===== src/rtl/fir_pkg.sv =====
// ---------------------------------------------------------------------------
// fir_pkg
// Shared definitions for the FIR output path and its address generator:
//   pDATA_WIDTH  - default data / tap / accumulator width
//   pFIFO_DEPTH  - default output FIFO depth (power of two, >= 2)
//   fir_state_e  - output sequencer state encoding
//   eff_length() - sequence length with zero mapped to one sample
// ---------------------------------------------------------------------------
package fir_pkg;

    localparam int pDATA_WIDTH = 32;
    localparam int pFIFO_DEPTH = 2;

    typedef enum logic [1:0] {
        ST_IDLE  = 2'd0,
        ST_ACC   = 2'd1,
        ST_DRAIN = 2'd2,
        ST_PUSH  = 2'd3
    } fir_state_e;

    // A zero-length request still produces one sample.
    function automatic logic [31:0] eff_length(input logic [31:0] len);
        return (len == 32'd0) ? 32'd1 : len;
    endfunction

endpackage


===== src/rtl/fir_mac_out_if.sv =====
// ---------------------------------------------------------------------------
// fir_mac_out_if
// AXI-Stream output channel of the FIR engine.
//   sm_tvalid / sm_tready - handshake
//   sm_tdata              - output sample
//   sm_tlast              - final sample of the sequence
// master: the FIR engine; slave: the downstream consumer.
// ---------------------------------------------------------------------------
interface fir_mac_out_if #(
    parameter int pDATA_WIDTH = fir_pkg::pDATA_WIDTH
) ();

    logic                   sm_tvalid;
    logic                   sm_tready;
    logic [pDATA_WIDTH-1:0] sm_tdata;
    logic                   sm_tlast;

    modport master (
        output sm_tvalid,
        output sm_tdata,
        output sm_tlast,
        input  sm_tready
    );

    modport slave (
        input  sm_tvalid,
        input  sm_tdata,
        input  sm_tlast,
        output sm_tready
    );

endinterface


===== src/rtl/fir_out_fifo.sv =====
// ---------------------------------------------------------------------------
// fir_out_fifo
// Small synchronous FIFO holding {last, data} output beats.
//   clk, rst_n - clock, asynchronous active-low reset
//   wr_en      - write request (ignored when full unless a read happens too)
//   wr_data    - beat to store
//   rd_en      - read request (ignored when empty)
//   rd_data    - head beat, forced to zero while empty
//   empty      - no beats stored
//   full       - registered, count == pDEPTH
// ---------------------------------------------------------------------------
module fir_out_fifo #(
    parameter int pWIDTH = 33,
    parameter int pDEPTH = 2
) (
    input  logic              clk,
    input  logic              rst_n,
    input  logic              wr_en,
    input  logic [pWIDTH-1:0] wr_data,
    input  logic              rd_en,
    output logic [pWIDTH-1:0] rd_data,
    output logic              empty,
    output logic              full
);

    localparam int PW = $clog2(pDEPTH);
    localparam int CW = PW + 1;
    localparam logic [CW-1:0] FULL_CNT = CW'(pDEPTH);

    logic [pWIDTH-1:0] mem_q [pDEPTH];
    logic [PW-1:0]     wr_ptr_q, wr_ptr_d;
    logic [PW-1:0]     rd_ptr_q, rd_ptr_d;
    logic [CW-1:0]     count_q, count_d;
    logic              full_q, full_d;
    logic              do_wr, do_rd;

    // A write into a full FIFO is accepted when the head leaves in the same
    // cycle; the freed slot is the one being written.
    assign do_rd = rd_en && (count_q != '0);
    assign do_wr = wr_en && (!full_q || do_rd);

    always_comb begin
        wr_ptr_d = wr_ptr_q;
        rd_ptr_d = rd_ptr_q;
        count_d  = count_q;
        if (do_wr) wr_ptr_d = wr_ptr_q + PW'(1);
        if (do_rd) rd_ptr_d = rd_ptr_q + PW'(1);
        case ({do_wr, do_rd})
            2'b10:   count_d = count_q + CW'(1);
            2'b01:   count_d = count_q - CW'(1);
            default: count_d = count_q;
        endcase
        full_d = (count_d == FULL_CNT);
    end

    always_ff @(posedge clk or negedge rst_n) begin
        if (!rst_n) begin
            wr_ptr_q <= '0;
            rd_ptr_q <= '0;
            count_q  <= '0;
            full_q   <= 1'b0;
        end else begin
            wr_ptr_q <= wr_ptr_d;
            rd_ptr_q <= rd_ptr_d;
            count_q  <= count_d;
            full_q   <= full_d;
        end
    end

    // Storage needs no reset; the read port is masked while empty.
    always_ff @(posedge clk) begin
        if (do_wr) mem_q[wr_ptr_q] <= wr_data;
    end

    assign empty   = (count_q == '0);
    assign full    = full_q;
    assign rd_data = empty ? '0 : mem_q[rd_ptr_q];

endmodule


===== src/rtl/fir_mac_out.sv =====
// ---------------------------------------------------------------------------
// fir_mac_out
// FIR multiply-accumulate back end: a two-stage MAC, a sequencer that
// pushes each finished tap sum into an output FIFO, and an AXI-Stream master.
//   axis_clk, axis_rst_n - clock, asynchronous active-low reset
//   ap_start, data_length - start/restart a sequence of data_length samples
//   mac_reset            - clear the accumulator
//   mac_EN, tap_Do, data_Do - multiply-accumulate strobe and operands
//   result_ready         - current tap sum is complete
//   sm                   - AXI-Stream output (master modport)
//   out_full             - output FIFO full, upstream holds off
//   ovf_err              - sticky, a sample was dropped
//   done                 - pulse after the last beat handshakes
// ---------------------------------------------------------------------------
module fir_mac_out #(
    parameter int pDATA_WIDTH = fir_pkg::pDATA_WIDTH,
    parameter int pFIFO_DEPTH = fir_pkg::pFIFO_DEPTH
) (
    input  logic                   axis_clk,
    input  logic                   axis_rst_n,
    input  logic                   ap_start,
    input  logic [31:0]            data_length,
    input  logic                   mac_reset,
    input  logic                   mac_EN,
    input  logic                   result_ready,
    input  logic [pDATA_WIDTH-1:0] tap_Do,
    input  logic [pDATA_WIDTH-1:0] data_Do,
    fir_mac_out_if.master          sm,
    output logic                   out_full,
    output logic                   ovf_err,
    output logic                   done
);

    import fir_pkg::*;

    fir_state_e             state_q;
    logic [31:0]            len_q;
    logic [31:0]            sample_cnt_q;
    logic                   ovf_err_q;
    logic                   done_q;

    logic [pDATA_WIDTH-1:0] prod_q, prod_d;
    logic                   prod_v_q, prod_v_d;
    logic [pDATA_WIDTH-1:0] acc_q, acc_d;
    logic signed [pDATA_WIDTH-1:0] product;

    logic                   push;
    logic                   push_last;
    logic                   fifo_rd;
    logic                   fifo_empty;
    logic                   fifo_full;
    logic [pDATA_WIDTH:0]   fifo_rd_data;

    // Truncating the signed product to pDATA_WIDTH keeps exactly its low bits.
    assign product = $signed(tap_Do) * $signed(data_Do);

    // Two-stage MAC: register the product, then fold it into the accumulator.
    // mac_reset wins over both stages so a new sample starts from zero.
    always_comb begin
        prod_d   = prod_q;
        prod_v_d = 1'b0;
        acc_d    = acc_q;
        if (mac_EN) begin
            prod_d   = product;
            prod_v_d = 1'b1;
        end
        if (prod_v_q) acc_d = acc_q + prod_q;
        if (mac_reset) begin
            acc_d    = '0;
            prod_v_d = 1'b0;
        end
    end

    always_ff @(posedge axis_clk or negedge axis_rst_n) begin
        if (!axis_rst_n) begin
            prod_q   <= '0;
            prod_v_q <= 1'b0;
            acc_q    <= '0;
        end else begin
            prod_q   <= prod_d;
            prod_v_q <= prod_v_d;
            acc_q    <= acc_d;
        end
    end

    assign push      = (state_q == ST_PUSH);
    assign push_last = (sample_cnt_q == len_q - 32'd1);
    assign fifo_rd   = sm.sm_tvalid && sm.sm_tready;

    // Sequencer: ACC collects products until result_ready, DRAIN lets the
    // product still in flight land in acc, PUSH hands the sum to the FIFO.
    // ap_start restarts from any state but leaves queued beats alone.
    always_ff @(posedge axis_clk or negedge axis_rst_n) begin
        if (!axis_rst_n) begin
            state_q      <= ST_IDLE;
            len_q        <= 32'd1;
            sample_cnt_q <= '0;
            ovf_err_q    <= 1'b0;
            done_q       <= 1'b0;
        end else begin
            done_q <= fifo_rd && sm.sm_tlast;
            if (ap_start) begin
                len_q        <= eff_length(data_length);
                sample_cnt_q <= '0;
                ovf_err_q    <= 1'b0;
                state_q      <= ST_ACC;
            end else begin
                case (state_q)
                    ST_IDLE:  state_q <= ST_IDLE;
                    ST_ACC:   if (result_ready) state_q <= ST_DRAIN;
                    ST_DRAIN: if (!prod_v_q) state_q <= ST_PUSH;
                    ST_PUSH: begin
                        sample_cnt_q <= sample_cnt_q + 32'd1;
                        if (fifo_full && !fifo_rd) ovf_err_q <= 1'b1;
                        state_q <= push_last ? ST_IDLE : ST_ACC;
                    end
                    default:  state_q <= ST_IDLE;
                endcase
            end
        end
    end

    fir_out_fifo #(
        .pWIDTH (pDATA_WIDTH + 1),
        .pDEPTH (pFIFO_DEPTH)
    ) u_fifo (
        .clk     (axis_clk),
        .rst_n   (axis_rst_n),
        .wr_en   (push),
        .wr_data ({push_last, acc_q}),
        .rd_en   (fifo_rd),
        .rd_data (fifo_rd_data),
        .empty   (fifo_empty),
        .full    (fifo_full)
    );

    assign sm.sm_tvalid = !fifo_empty;
    assign sm.sm_tdata  = fifo_rd_data[pDATA_WIDTH-1:0];
    assign sm.sm_tlast  = fifo_rd_data[pDATA_WIDTH];
    assign out_full     = fifo_full;
    assign ovf_err      = ovf_err_q;
    assign done         = done_q;

endmodule


===== src/flat_wrapper.sv =====
// flat-port wrapper written by rule: the top's interface ports become plain ports
module fir_mac_out_flat import fir_pkg::*;
#(
    parameter int pDATA_WIDTH = fir_pkg::pDATA_WIDTH,
    parameter int pFIFO_DEPTH = fir_pkg::pFIFO_DEPTH
)
  (axis_clk, axis_rst_n, ap_start, data_length, mac_reset, mac_EN, result_ready, tap_Do, data_Do, out_full, ovf_err, done, sm_sm_tvalid, sm_sm_tdata, sm_sm_tlast, sm_sm_tready);
  fir_mac_out_if #(.pDATA_WIDTH(pDATA_WIDTH)) sm_i ();
  input  logic axis_clk;
  input  logic axis_rst_n;
  input  logic ap_start;
  input  logic [31:0] data_length;
  input  logic mac_reset;
  input  logic mac_EN;
  input  logic result_ready;
  input  logic [pDATA_WIDTH-1:0] tap_Do;
  input  logic [pDATA_WIDTH-1:0] data_Do;
  output logic out_full;
  output logic ovf_err;
  output logic done;
  output wire logic [$bits(sm_i.sm_tvalid)-1:0] sm_sm_tvalid;
  output wire logic [$bits(sm_i.sm_tdata)-1:0] sm_sm_tdata;
  output wire logic [$bits(sm_i.sm_tlast)-1:0] sm_sm_tlast;
  input wire logic [$bits(sm_i.sm_tready)-1:0] sm_sm_tready;
  assign sm_sm_tvalid = sm_i.sm_tvalid;
  assign sm_sm_tdata = sm_i.sm_tdata;
  assign sm_sm_tlast = sm_i.sm_tlast;
  assign sm_i.sm_tready = sm_sm_tready;
  fir_mac_out #(.pDATA_WIDTH(pDATA_WIDTH), .pFIFO_DEPTH(pFIFO_DEPTH)) u_core (.axis_clk(axis_clk), .axis_rst_n(axis_rst_n), .ap_start(ap_start), .data_length(data_length), .mac_reset(mac_reset), .mac_EN(mac_EN), .result_ready(result_ready), .tap_Do(tap_Do), .data_Do(data_Do), .sm(sm_i), .out_full(out_full), .ovf_err(ovf_err), .done(done));
endmodule

===== config.mk =====
export PLATFORM = sky130hd
export DESIGN_NAME = fir_mac_out_flat
export DESIGN_NICKNAME = d
export VERILOG_FILES = /design/src/rtl/fir_pkg.sv /design/src/rtl/fir_mac_out_if.sv /design/src/rtl/fir_out_fifo.sv /design/src/rtl/fir_mac_out.sv /design/src/flat_wrapper.sv
export SDC_FILE = /design/constraint.sdc
export NUM_CORES = 2
export LEC_CHECK = 0
export CAP_MARGIN = 20
export CORE_ASPECT_RATIO = 0.6
export CORE_UTILIZATION = 30
export DETAILED_ROUTE_END_ITERATION = 6
export DONT_BUFFER_PORTS = 1
export GPL_ROUTABILITY_DRIVEN = 0
export PLACE_DENSITY_LB_ADDON = 0.08
export RECOVER_POWER = 50
export SLEW_MARGIN = 40
export SYNTH_ARGS = -nofsm -noshare
export SYNTH_HDL_FRONTEND = slang
export SYNTH_HIERARCHICAL = 1
export SYNTH_SLANG_ARGS = --single-unit

===== constraint.sdc =====
create_clock -name axis_clk -period 5.4 [get_ports axis_clk]
set_input_delay 0.54 -clock axis_clk [delete_from_list [all_inputs] [get_ports axis_clk]]
set_output_delay 0.54 -clock axis_clk [all_outputs]
set_load 0.02 [all_outputs]

# Word level (Yosys, flattened, before mapping)
# Memory sizes are Yosys's and may differ from the RTL's.
# Cells that the tools add are included.
# word_totals
ramBits	66
elab_cells	67
mem_count	1
inputBits	103
ff_bits	138
# mem_list
name	depth	width	read_ports	rd_clocked_by_memory_dff	write_ports	line_no	rtl
u_core.u_fifo.mem_q	2	33	1	0	1	fir_out_fifo.sv:30	logic [pWIDTH-1:0] mem_q [pDEPTH];
# classes
n_eq_ne	9
multipliers	1
n_addsub	7
mux	19
reduce_logical	18
# ops
operator	n
$mux W32	5
$mux W33	1
$add A32 B1 Y32 const B	1
$add A32 B32 Y32	1
$eq A32 B32 Y1	1
$logic_not A32 Y1	1
$mul A32 B32 Y32	1
$sub A32 B1 Y32 const B	1
$eq A2 B2 Y1 const B	4
$mux W1	8
$pmux W2 S4	1
$reduce_bool A2 Y1	4
$mux W2	3
$ne A3 B3 Y1 const B	2
$logic_and A1 B1 Y1	5
$eq A2 B1 Y1 const B	2
$logic_not A2 Y1	2
$pmux W2 S2	1
$reduce_and A2 Y1	2
$logic_not A1 Y1	3
$add A1 B1 Y1 const B	2
$add A2 B1 Y2 const B	1
$sub A2 B1 Y2 const B	1
$logic_or A1 B1 Y1	1

# Longest topological paths before layout
# logic_depth
word_depth	9
ltp_mapped	29

# Cells and area by module
# The synthesis kept the hierarchy.
# by_module_without_submodules
module	cells_per_inst	n_inst	area_per_inst_um2	seq_area_each_um2
fir_mac_out	2593	1	24076.8	3329.4
fir_out_fifo	164	1	2757.6	2107.0

# Least setup slack after synthesis
# Ideal clock, no wire load.
# synth_path
path_type	in2reg
startpoint	input port data_Do[2]
endpoint	register u_core.prod_q[29]
path_stages	26
required_ns	5.275
slack_ns	-1.701
path_buffers	2
t_arrival_ns	6.977
setup_time_ns	0.125
cell_sequence	clkbuf_1 -> clkbuf_1 -> nand2_1 -> fa_1 -> inv_1 -> fa_1 -> fa_1 -> inv_1 -> fa_1 -> inv_1 -> fa_1 -> inv_1 -> fa_1 -> fa_1 -> fa_1 -> inv_1 -> ha_1 -> a21o_1 -> a21o_1 -> a21oi_1 -> o21ai_0 -> a41oi_1 -> o31ai_1 -> a21o_1 -> xor2_1 -> mux2_2
# synth_via
elab_chain_cells	1
# synth_rtl
element	line_no	rtl
start: declaration	flat_wrapper.sv:17	input logic [pDATA_WIDTH-1:0] data_Do;
$mul A32 B32 Y32	fir_mac_out.sv:55	assign product = $signed(tap_Do) * $signed(data_Do);
end signal: assignment	fir_mac_out.sv:80	prod_q <= prod_d;
end: declaration	fir_mac_out.sv:42	logic [pDATA_WIDTH-1:0] prod_q, prod_d;
# No other way between the ends.
# A chain may end at the register's enable or synchronous reset.

# Final worst setup path
# layout_path
startpoint	input port data_Do[14]
endpoint	register u_core.prod_q[29]
# The elaborated chain is that of the path after synthesis.

==> flow_metrics.py <==
metrics = {
    "outcome": {
        "outcome": "finished with violations",
        "violations": "max-capacitance violations, max-slew violations, negative setup slack",
    },
    "global_routing": {
        "antenna_found_initial": 0,
        "grt_pass1_vias": 19990,
        "gr-total-overflow": 0,
        "grt_pass1_wl_um": 126300,
        "grt_max_degree": 139,
        "track_usage_pct": 18.31,
    },
    "sta": {
        "rsz0062_at_grt": "true",
        "setup_viol": 19,
        "relSlewSlack_pct": -108.6,
        "fin_crit_sh_pct": 116.7,
        "skew_ns": 0.01499,
        "tightest_slew_ns": 3.129,
        "hold_viol_final": 0,
        "slew_violations": 84,
        "setup_ws_ns": -0.8993,
        "min_period_ns": 6.299,
        "whs_ns": 0.1038,
        "fmax_ghz": 0.1587,
    },
    "synth": {
        "yosysWarnings": 6,
        "yosys.area.top_type_share_pct": 30.51,
        "synth_edf_count": 66,
        "synthTopCellsByArea": "fa_1 31%, dfrtp_1 13%, ha_1 8.7%",
        "synthCells": 2757,
        "synth_common_cells": "458 x inv_1, 409 x fa_1, 296 x and2_1",
        "async_flop_share_pct": 67.65,
        "synth_area_sq_mm": 0.02683,
        "synth_flop_cell": "dfrtp_1",
        "ys_seq_area_share_pct": 20.26,
        "synth_cell_types": 82,
        "yosysTopAreaCell": "fa_1",
        "syn_area_per_cell_sq_um": 9.733,
        "yosysMostFrequentCell": "inv_1",
        "synth_nets": 3456,
        "ys_seq_elements": 204,
    },
    "placed_design": {
        "post-place-ws_ns": -1.455,
        "portBuffers": 0,
        "place_hpwl_um": 63850,
    },
    "floorplanning": {
        "io_pins": 140,
        "die-area_sq_mm": 0.09069,
        "start_util_pct": 30.47,
        "core-area_sq_mm": 0.08807,
        "die_w_um": 388.1,
        "rows": 84,
        "die_h_um": 233.7,
    },
    "clocking": {
        "clockBufferDepth": 3,
        "cts_root_buf": "clkbuf_16",
        "clock_sinks": 204,
        "clkTransAtPathRegs_ns": 0.07,
        "cts_buffers": 20,
        "clock_latency_ns": 0.51,
        "cts_tree": "yes",
        "h-tree-depth": 1,
    },
    "worst_setup_path": {
        "cp_slowest_stage_delay_ns": 0.61,
        "end_kind": "flop",
        "path_max_fanout": 18,
        "critPathSlowestCell": "fa_1",
        "crit_arrival_ns": 6.68,
        "path_cells": "and2_1, fa_1, fa_1, inv_1, fa_1, fa_1, inv_2, fa_1, fa_1, fa_1, fa_1, ha_4, a21o_1, a211oi_2, o21ai_2, a41oi_4, o31ai_2, a21o_1, xor2_1, mux2_4",
        "critPathKind": "input pin to flop",
        "cp_common_cell": "fa_1",
        "worstPathRequired_ns": 5.78,
        "start_kind": "input pin",
    },
    "detailed_routing": {
        "wl_per_cell_um": 20.55,
        "drc": 0,
        "first_pass_iters": 5,
        "via_count": 18730,
        "routed_wirelength_um": 80840,
        "drtIter0Drc": 1012,
        "drt-vias-per-instance": 4.761,
        "ant_nets": 0,
    },
    "min_path": {
        "hold_path_class": "input pin to flop",
    },
    "layout": {
        "multi_input_area_sq_mm": 0.02002,
        "fin_nets": 3456,
        "area_growth_pct": 12.41,
        "n_fill_cell": 8974,
        "regArea_sq_mm": 0.005438,
        "post-route-util_pct": 34.25,
        "post_route_cells_drive_above_1_share_pct": 12.41,
    },
    "job": {
        "cap_violations": 2,
    },
}
[through the flow]
| stage | setup TNS, ns | instances | area, sq um |
|---|---|---|---|
| 2_1_floorplan | -15.23 | 2757 | 27290 |
| 3_3_place_gp | -21.39 | 3875 | 28700 |
| 3_5_place_dp | -21.79 | 3879 | 28760 |
| 4_1_cts | -9.504 | 3925 | 29780 |
| 5_1_grt | -13.27 | 3932 | 30160 |
| 6_report | -10.56 | 3934 | 30160 |
[routing by layer]
metal / wire length, um / vias to the layer above / global-route usage [%] / share of wire (%)
li1: - / 8618 / - / -
met1: 45150 / 9680 / 30.51 / 56
met2: 30490 / 394 / 24.31 / 38
met3: 4679 / 37 / 3.533 / 5.8
met4: 521 / 0 / 1.420 / 0.64
met5: 0 / - / 0 / 0
[cell type report]
cell class,instances,area share (%)
Inverter,458,5.699
Sequential cell,204,18.03
Clock buffer,33,2.024
Antenna cell,2,0.01659
Clock inverter,3,0.2281
Multi-Input combinational cell,1970,66.37
Timing Repair Buffer,103,2.821
Tap cell,1161,4.816
[placed cells by master (no fill, tap or decap), types with 17 or more instances in the layout]
cell	instances
a211oi_1	17
a21o_1	24
a21oi_1	44
and2_1	283
buf_4	81
clkbuf_16	21
dfrtp_1	136
edfxtp_1	66
fa_1	390
fa_2	19
ha_1	158
ha_4	28
inv_1	433
inv_2	25
mux2_2	54
mux2i_1	52
nand2_1	273
nand3_1	23
nand4_1	17
nor2_1	137
o21ai_0	24
xnor2_1	114
xor2_1	61
[registers in the layout (all words and copies together) (netlist names)]
| signal | flops |
|---|---|
| u_core/acc_q | 32 |
| u_core/done | 1 |
| u_core/len_q | 32 |
| u_core/ovf_err | 1 |
| u_core/prod_q | 32 |
| u_core/prod_v_q | 1 |
| u_core/sample_cnt_q | 32 |
| u_core/state_q | 2 |
| u_core/u_fifo/count_q | 2 |
| u_core/u_fifo/full | 1 |
| u_core/u_fifo/mem_q | 66 |
| u_core/u_fifo/rd_ptr_q | 1 |
| u_core/u_fifo/wr_ptr_q | 1 |
[logic make-up (layout without fill, tap and decap cells)]
kind of cell               after synthesis  count (layout)  share of synthesized area (%)
muxes                                  109             109                          4.332
AOI/OAI and AO/OA                      224             224                          5.717
buffers and inverters                  583             597                          8.285
adders and majority gates              596             596                          39.23
other                                    0               2                              0
DFF                                    204             204                          20.26
and+or+nand+nor                        857             857                          16.17
xor gates and xnor gates               184             184                          6.006
[critical path: cells and delay by family]
family	cells	cell delay, ns
adder cells (fa/ha/maj)	9	4.37
XOR/XNOR	1	0.14
multiplexers	1	0.25
AO/OA/AOI/OAI	6	1.09
AND/OR/NAND/NOR	1	0.16
buffers and inverters	2	0.12
[final timing paths]
| check | from | to | slack, ns | cells past startpoint |
|---|---|---|---|---|
| worst max-delay path | data_Do[14] | u_core/prod_q[29]$_DFFE_PN0P_ | -0.90 | 20 |
| worst max register to register | u_core/len_q[2]$_DFFE_PN0P_ | u_core/state_q[0]$_DFFE_PN0P_ | 1.28 | 9 |
| min in group asynchronous | axis_rst_n | u_core/len_q[2]$_DFFE_PN0P_ | 1.63 | 2 |
| worst min-delay path | ap_start | u_core/len_q[0]$_DFFE_PN1P_ | 0.10 | 1 |
| worst min register to register | u_core/acc_q[31]$_DFFE_PN0P_ | u_core/u_fifo/mem_q[1][31]$_DFFE_PP_ | 0.50 | 0 |
| max in group asynchronous | axis_rst_n | u_core/u_fifo/rd_ptr_q$_DFFE_PN0P_ | 0.93 | 3 |
[timing repair]
action | 4_1_cts | 5_1_grt
gates resized for setup | 49 | 70
setup endpoints to repair | 18 | 21
endpoints found under the hold margin | 138 | 52
hold buffers | 1 | 1
pin swaps | 28 | 73
setup buffers | 11 | 10
Power is left out: the tool's default activity adds up to more than one toggle a clock period on the data nets, which glitch-free logic cannot reach.
